===== src/rtl/imem_loader.sv =====
// Boot loader: packs a length-prefixed byte stream into 32-bit words for the instruction memory.
// Optional trailing XOR checksum byte when IMEM_LOADER_CHECKSUM_EN is defined.
module imem_loader #(
  parameter int          IMEM_WORDS = 64,
  parameter logic [31:0] BASE_ADDR  = 32'h0
) (
  input  logic        clock,
  input  logic        reset_n,
  input  logic [7:0]  rx_data,
  input  logic        rx_valid,
  output logic        rx_ready,
  output logic        imem_we,
  output logic [31:0] imem_addr,
  output logic [31:0] imem_wdata,
  output logic        cpu_reset_n,
  output logic        load_done,
  output logic        load_error
);

  localparam int             WCW       = $clog2(IMEM_WORDS + 1);
  localparam logic [15:0]    MAX_WORDS = 16'(IMEM_WORDS);
  localparam logic [WCW-1:0] WORD_ONE  = {{(WCW-1){1'b0}}, 1'b1};
  localparam logic [WCW-1:0] WORD_ZERO = {WCW{1'b0}};

  typedef enum logic [2:0] {
    ST_IDLE   = 3'd0,
    ST_LEN_LO = 3'd1,
    ST_LEN_HI = 3'd2,
    ST_DATA   = 3'd3,
`ifdef IMEM_LOADER_CHECKSUM_EN
    ST_CSUM   = 3'd4,
`endif
    ST_DONE   = 3'd5,
    ST_ERROR  = 3'd6
  } state_e;

`ifdef IMEM_LOADER_CHECKSUM_EN
  localparam state_e ST_AFTER_DATA = ST_CSUM;
`else
  localparam state_e ST_AFTER_DATA = ST_DONE;
`endif

  state_e         state_q, state_d;
  logic [7:0]     len_lo_q, len_lo_d;
  logic [WCW-1:0] n_q, n_d;
  logic [WCW-1:0] word_idx_q, word_idx_d;
  logic [1:0]     byte_cnt_q, byte_cnt_d;
  logic [31:0]    word_q, word_d;
  logic           rx_ready_q, rx_ready_d;
  logic           we_q, we_d;
  logic [31:0]    addr_q, addr_d;
  logic [31:0]    wdata_q, wdata_d;
  logic           cpu_rst_n_q, cpu_rst_n_d;
  logic           done_q, done_d;
  logic           err_q, err_d;

  logic           hs_s;
  logic [15:0]    len_s;
  logic [31:0]    asm_s;
  logic [31:0]    offset_s;
  logic           last_word_s;

  assign hs_s        = rx_valid & rx_ready_q;
  assign len_s       = {rx_data, len_lo_q};
  // Bytes shift in from the top so the first byte of a word ends up in [7:0].
  assign asm_s       = {rx_data, word_q[31:8]};
  assign offset_s    = {{(30-WCW){1'b0}}, word_idx_q, 2'b00};
  assign last_word_s = ((word_idx_q + WORD_ONE) == n_q);

`ifdef IMEM_LOADER_CHECKSUM_EN
  logic [7:0] csum_q, csum_d;

  function automatic logic [7:0] csum_next(input logic [7:0] acc, input logic [7:0] b);
    return acc ^ b;
  endfunction

  // Running XOR of every length and data byte accepted.
  always_comb begin
    csum_d = csum_q;
    if (hs_s && (state_q == ST_LEN_LO || state_q == ST_LEN_HI || state_q == ST_DATA)) begin
      csum_d = csum_next(csum_q, rx_data);
    end else begin
      csum_d = csum_q;
    end
  end

  // Checksum accumulator register.
  always_ff @(posedge clock or negedge reset_n) begin
    if (!reset_n) begin
      csum_q <= 8'h00;
    end else begin
      csum_q <= csum_d;
    end
  end
`endif

  // Next-state, datapath and registered-output decode.
  always_comb begin
    state_d    = state_q;
    len_lo_d   = len_lo_q;
    n_d        = n_q;
    word_idx_d = word_idx_q;
    byte_cnt_d = byte_cnt_q;
    word_d     = word_q;
    we_d       = 1'b0;
    addr_d     = addr_q;
    wdata_d    = wdata_q;

    case (state_q)
      ST_IDLE: begin
        state_d = ST_LEN_LO;
      end
      ST_LEN_LO: begin
        if (hs_s) begin
          len_lo_d = rx_data;
          state_d  = ST_LEN_HI;
        end else begin
          state_d  = ST_LEN_LO;
        end
      end
      ST_LEN_HI: begin
        if (hs_s) begin
          if (len_s == 16'd0) begin
            state_d = ST_AFTER_DATA;
          end else if (len_s > MAX_WORDS) begin
            state_d = ST_ERROR;
          end else begin
            state_d    = ST_DATA;
            n_d        = len_s[WCW-1:0];
            word_idx_d = WORD_ZERO;
            byte_cnt_d = 2'd0;
          end
        end else begin
          state_d = ST_LEN_HI;
        end
      end
      ST_DATA: begin
        if (hs_s) begin
          word_d     = asm_s;
          byte_cnt_d = byte_cnt_q + 2'd1;
          if (byte_cnt_q == 2'd3) begin
            we_d       = 1'b1;
            addr_d     = BASE_ADDR + offset_s;
            wdata_d    = asm_s;
            word_idx_d = word_idx_q + WORD_ONE;
            state_d    = last_word_s ? ST_AFTER_DATA : ST_DATA;
          end else begin
            state_d    = ST_DATA;
          end
        end else begin
          state_d = ST_DATA;
        end
      end
`ifdef IMEM_LOADER_CHECKSUM_EN
      ST_CSUM: begin
        if (hs_s) begin
          state_d = (rx_data == csum_q) ? ST_DONE : ST_ERROR;
        end else begin
          state_d = ST_CSUM;
        end
      end
`endif
      ST_DONE:  state_d = ST_DONE;
      ST_ERROR: state_d = ST_ERROR;
      default:  state_d = ST_IDLE;
    endcase

    // No byte is taken in the cycle that drives a memory write.
    rx_ready_d  = (state_d == ST_LEN_LO) || (state_d == ST_LEN_HI) ||
`ifdef IMEM_LOADER_CHECKSUM_EN
                  (state_d == ST_CSUM) ||
`endif
                  ((state_d == ST_DATA) && !we_d);
    cpu_rst_n_d = (state_q == ST_DONE);
    done_d      = (state_q == ST_DONE);
    err_d       = (state_q == ST_ERROR);
  end

  // State and output registers.
  always_ff @(posedge clock or negedge reset_n) begin
    if (!reset_n) begin
      state_q     <= ST_IDLE;
      len_lo_q    <= 8'h00;
      n_q         <= WORD_ZERO;
      word_idx_q  <= WORD_ZERO;
      byte_cnt_q  <= 2'd0;
      word_q      <= 32'h0;
      rx_ready_q  <= 1'b0;
      we_q        <= 1'b0;
      addr_q      <= BASE_ADDR;
      wdata_q     <= 32'h0;
      cpu_rst_n_q <= 1'b0;
      done_q      <= 1'b0;
      err_q       <= 1'b0;
    end else begin
      state_q     <= state_d;
      len_lo_q    <= len_lo_d;
      n_q         <= n_d;
      word_idx_q  <= word_idx_d;
      byte_cnt_q  <= byte_cnt_d;
      word_q      <= word_d;
      rx_ready_q  <= rx_ready_d;
      we_q        <= we_d;
      addr_q      <= addr_d;
      wdata_q     <= wdata_d;
      cpu_rst_n_q <= cpu_rst_n_d;
      done_q      <= done_d;
      err_q       <= err_d;
    end
  end

  assign rx_ready    = rx_ready_q;
  assign imem_we     = we_q;
  assign imem_addr   = addr_q;
  assign imem_wdata  = wdata_q;
  assign cpu_reset_n = cpu_rst_n_q;
  assign load_done   = done_q;
  assign load_error  = err_q;

endmodule


===== config.mk =====
export PLATFORM = sky130hd
export DESIGN_NAME = imem_loader
export DESIGN_NICKNAME = d
export VERILOG_FILES = /design/src/rtl/imem_loader.sv
export SDC_FILE = /design/constraint.sdc
export NUM_CORES = 1
export LEC_CHECK = 0
export ABC_AREA = 1
export ABC_CLOCK_PERIOD_IN_PS = 1500
export CAP_MARGIN = 0
export CORE_MARGIN = 1
export CORE_UTILIZATION = 47
export CTS_BUF_LIST = sky130_fd_sc_hd__clkbuf_4 sky130_fd_sc_hd__clkbuf_8 sky130_fd_sc_hd__clkbuf_16
export CTS_CLUSTER_SIZE = 14
export DETAILED_ROUTE_END_ITERATION = 12
export GPL_ROUTABILITY_DRIVEN = 0
export PLACE_DENSITY = 0.76
export SLEW_MARGIN = 20
export SYNTH_ARGS = -nofsm -noshare
export SYNTH_HDL_FRONTEND = slang
export SYNTH_SLANG_ARGS = --single-unit

===== constraint.sdc =====
create_clock -name clock -period 1.5 [get_ports clock]
set_input_delay 0.3 -clock clock [delete_from_list [all_inputs] [get_ports clock]]
set_output_delay 0.3 -clock clock [all_outputs]
set_load 0.05 [all_outputs]

======== Word-level counts from Yosys, hierarchy flattened ========
Index checks and enable logic that the tools add are counted.
Widths: inputs -> output; s select.
storage, ports and cells
  logic and storage cells ................. 68
  bits in registers ....................... 102
  output and inout bits ................... 69
cells by class
  bitwise logic cells ..................... 3
  add/subtract/negate cells ............... 2
  mux-type cells .......................... 22
  reductions and logical operators ........ 13
  magnitude comparators ................... 1
  equality and inequality tests ........... 15
operators by type and width
  cell                 number
  $mux 7               5
  $mux 3               6
  $pmux 3 s6           1
  $gt 16x7->1 const B  1
  $logic_not 16->1     1
  $pmux 7 s2           1
  $eq 3x2->1 const B   4
  $mux 2               5
  $ne 2x2->1 const B   5
  $add 7x1->7 const B  1
  $eq 7x7->1           1
  $eq 3x1->1 const B   2
  $eq 3x3->1 const B   2
  $reduce_and 6->1     1
  $reduce_and 5->1     1
  $pmux 2 s2           1
  $reduce_and 2->1     2
  $reduce_and 4->1     1
  $logic_not 3->1      1
  $mux 1               3
  $reduce_and 3->1     1
  $add 2x1->2 const B  1
  $eq 2x2->1 const B   1
  $logic_or 1x1->1     2
  other kinds (5)      6

======== Longest topological paths before layout ========
  depth in word-level cells ............... 9
  gate-level depth with buffers ........... 15

======== Worst setup path before layout ========
Ideal clock, no wire load.
  path type ............................... reg-to-reg
  from .................................... reg rx_ready_q, in the netlist rx_ready
  to ...................................... reg byte_cnt_q[0]
  clock period less this slack ............ 1,922 ps
  data arrival time ....................... 1,803 ps
  data required time ...................... 1,381 ps
  library setup time ...................... 119 ps
  cell stages (with the launch flop) ...... 7
  slack ................................... -422 ps
  cell sequence ........................... dfrtp_1 nand2_1 nor4_1 nand4_2 nand2_1 o21ai_0 o21a_1
on the way
  cells in the longest elaborated chain, start to end .. 3
  elaborated cells between the ends (all ways) .. 4
ends and longest elaborated chain
  element                         line  text
  start, declared                 49    logic rx_ready_q, rx_ready_d;
  start signal, assigned          202   rx_ready_q <= rx_ready_d;
  $and 1x1->1 (*)                 63    assign hs_s = rx_valid & rx_ready_q;
  $ne 2x2->1 (no line)            n/a
  $reduce_and 5->1 (no line) (*)  n/a
  end signal, assigned            200   byte_cnt_q <= byte_cnt_d;
  end, declared                   47    logic [1:0] byte_cnt_q, byte_cnt_d;
Mark *: on every way between the ends. The rest lies on a longest branch, timed or not.
A chain may end at the register's enable or synchronous reset.

======== Worst setup path in the final report ========
  from .................................... in rx_data[7]
  to ...................................... reg rx_ready_q, in the netlist rx_ready
on the way
  elaborated cells between the ends (all ways) .. 12
RTL lines
  element                                                line      text
  start, declared                                        9         input logic [7:0] rx_data,
  $logic_not 16->1 (*)                                   123       if (len_s == 16'd0) begin
  $mux 3 (*)                                             123
  $mux 3 (*)                                             122       if (hs_s) begin
  $pmux 3 s6 (*)                                         109       case (state_q)
  via state_d[1]                                         43        state_e state_q, state_d;
  $eq 3x1->1 (tied with other cells)                     169       rx_ready_d = (state_d == ST_LEN_LO) || (state_d == ST_LEN_HI) ||
  $logic_or 1x1->1 or $logic_and 1x1->1 (tied branches)  169, 173
  $logic_or 1x1->1 (*)                                   169
  via rx_ready_d                                         49
The timed path passes the listed nets; every way through them passes the cells marked *.

==> key figures <==
Run status
  – Status: complete, but fails checks
  – Failing checks: negative setup slack

Detailed routing
  – Routed wire length: 13.7 mm
  – DR iter-0 viols: 270
  – DR pass1 iterations: 5
  – Routed len/inst: 19.5 µm
  – Post-DRT Antenna Nets: 0
  – Vias/cell: about 5.5
  – Residual DRC: 0
  – Via count: 3828

Global route
  – Global-route usage over all layers: 22.7%
  – Initial antenna violation count: 0
  – Largest net degree at the start of global routing: 44
  – GR Overflow Total: 0
  – Number of global-route vias before repair: between 3k and 4k
  – First-pass GRT wire length: 15.8 mm

Logic synthesis
  – Synth Cell Area: slightly above 4000 µm²
  – Syn avg cell area: a little under 9 µm²
  – Main synth FF type: dfrtp_1
  – Number of enable flip-flop cells after synthesis: 0
  – Synth async-reset ratio: 100%
  – Netlist cell types: 30
  – Synthesis-stage register bit count: 94
  – Sequential share of the synthesized area: between 50% and 60%
  – Yosys warning count: 0
  – Cell count after synthesis: roughly 460

Floorplan
  – Core Footprint: around 8300 µm²
  – Die X: 95.6 µm
  – DIE AREA: around 9100 µm²
  – Starting density of the core: 49.3%
  – Num ports: 80
  – Rows: 33
  – Die height: 95.6 µm

Timing
  – Fmax: approximately 540 MHz
  – Number of setup violations in the final report: 84
  – Period Utilization, post-route: 124%
  – Clk_skew: 0.0171 ns
  – Final Worst Setup Slack: -0.354 ns
  – Period minus WS final: 1.85 ns
  – Fin. Hold Viols: 0
  – RSZ-0062 raised after global routing: yes
  – WHS: a little over 0.4 ns
  – Slew Viols, Final: 0

Worst setup path
  – Critical Path Stages: 11
  – Largest delay share family, worst path: simple AND/OR/NAND/NOR gates
  – Slowest stage cell, crit path: clkdlybuf4s50_1
  – Critical Path AT: ~2.1 ns
  – WS Path Type: input port to flip-flop
  – Worst r2r path cells: 13
  – Max incr delay on CP: around 0.46 ns
  – Crit-path max FO: 3
  – Critical path required time: 1.78 ns
  – Crit. End Element: flip-flop
  – CP Cell Sequence: clkdlybuf4s50_1 > inv_1 > nand4_1 > nor2_2 > buf_4 > nand3_1 > a21boi_0 > nand2_2 > nand2_1 > nand2_1 > nor2_1
  – Most used cell along the critical path: nand2_1
  – Crit start category: input port
  – WP buf/inv: 3

CTS
  – Clock Path Buffers: 2
  – Htree depth: 3
  – TritonCTS Buffers: 9
  – Root Buffer: clkbuf_8
  – Worst-Skew Late Latency: 0.37 ns
  – CTS tree: built
  – CTS sink count: 94
  – Clk slew on worst S/H paths: ~0.11 ns

Min path
  – Hold WC Path Type: input port to async pin

Place
  – Number of port buffers: between 50 and 60
  – Place WS: -0.447 ns
  – DP HPWL: 6.41 mm
  – Cell area after placement: ~5500 µm²

Final layout
  – Register area: about 2400 µm²
  – Fill cells: 374
  – # diodes: 0
  – Area of the multi-input gates: roughly 2000 µm²
  – Post-route cell area: 6940 µm²
  – Most frequent cells in the layout: dfrtp_1 (92), inv_1 (59), buf_12 (54), o21ai_2 (52), nand2_1 (51)
  – Fraction of layout cells with a size suffix above 1: between 40% and 50%
  – Commonest non-fill, non-tap cell in the layout: dfrtp_1
  – Layout area overhead: 68.6%
  – Final #Nets: 606

Power and ir drop
  – Power, Total: between 15 and 20 mW
  – Lkg Pwr: 3.38 nW
  – VDD IR max: 1.34 mV
  – PwrDens: about 2200 nW/µm²

Run
  – Max Cap Viol: 0
[cell families (layout without fill, tap and decap cells)]
kind of cell | count (synthesis) | in the layout | synth area share (%)
AOI/OAI and AO/OA | 90 | 90 | 11.2
and+or+nand+nor | 170 | 170 | 17.8
xor gates and xnor gates | 1 | 1 | 0.213
muxes | 1 | 1 | 0.274
buffers and inverters | 105 | 214 | 12.6
DFF | 94 | 94 | 57.2
other | 1 | 25 | 0.0912
adders and majority gates | 2 | 2 | 0.608
[layout make-up]
| cell class | count | area share, % |
|---|---|---|
| inverter | 64 | 3.68 |
| timing repair buffer | 133 | 28.0 |
| clock buffer | 10 | 1.98 |
| sequential | 94 | 33.9 |
| multi-input combinational | 289 | 29.6 |
| clock inverter | 5 | 0.613 |
| tap | 105 | 1.89 |
| timing repair inverter | 2 | 0.325 |
[layer usage]
metal | global-route usage, % | up-vias | share of wire [%]
li1 | - | 1682 | -
met1 | 29.7 | 1880 | 37
met4 | 8.33 | 0 | 4.9
met2 | 38.8 | 214 | 52
met3 | 2.79 | 52 | 6.1
met5 | 0 | - | 0
[synth_stat cells (3+ instances only)]
library cell | number | area share [%]
buf_2 | 10 | 1.2
buf_4 | 26 | 4.7
clkbuf_1 | 3 | 0.27
dfrtp_1 | 94 | 57
inv_1 | 61 | 5.6
inv_2 | 3 | 0.27
nand2_1 | 121 | 11
nand3_1 | 15 | 1.8
nand4_1 | 6 | 0.91
nor2_1 | 19 | 1.7
o21ai_0 | 39 | 4.7
o21ai_1 | 43 | 5.2
o22ai_1 | 3 | 0.46
[worst register-to-register path, cell delays in order, from the launching register on]
cell and delay [ns]:
dfrtp_1 0.44, buf_4 0.16, nand3_1 0.11, nand2_1 0.09, nand2_1 0.13, nand2_1 0.07
nand2_1 0.08, nand2_1 0.07, nor2_2 0.16, nand3_1 0.14, nand2_1 0.14, inv_1 0.05
nand2_1 0.07, nor2_1 0.05
[power by group]
part	leakage (nW)	internal, mW	total [mW]	switching (mW)
Combinational	2.08	3.97	8.77	4.80
Sequential	1.21	3.51	4.70	1.19
Clock	0.0893	0.659	1.65	0.989
[through the flow]
step / std cells / util [%] / setup TNS (ns)
after CTS: 682 / 71.6 / -1.28
final: 702 / 83.2 / -12.71
after floorplan: 488 / - / -0.367
after global routing: 702 / 83.2 / -17.45
after detailed placement: 653 / 66.1 / -15.62
after global placement: 653 / 66.1 / -13.50
[state kept, by name, summed over array words and instances (netlist names)]
register / flops
load_done: 1
imem_addr: 7
rx_ready: 1
len_lo_q: 8
word_q: 24
byte_cnt_q: 2
word_idx_q: 7
imem_we: 1
imem_wdata: 32
state_q: 3
load_error: 1
n_q: 7
[what timing repair did]
| action | 4_1_cts | 5_1_grt |
|---|---|---|
| cloned | 2 | 15 |
| endpoints found under the setup margin | 51 | 82 |
| pin swaps | 3 | 7 |
| buffers inserted | 11 | 8 |
| hold buffers | 1 | 0 |
| resized for setup | 29 | 203 |
| endpoints found under the hold margin | 29 | 0 |
[path summary, 6_finish.rpt]
| check | start | endpoint | slack (ns) |
|---|---|---|---|
| hold / removal | reset_n | word_q[26] | 0.41 |
| setup / recovery | rx_data[7] | rx_ready | -0.35 |
| hold reg to reg | word_q[21] | word_q[13] | 0.51 |
| max in group asynchronous | reset_n | imem_addr[6] | 0.49 |
| setup reg to reg | word_idx_q[1] | rx_ready | -0.34 |
| min in group clock | word_q[21] | word_q[13] | 0.51 |
Note: power is estimated with default switching activity, not from simulation.
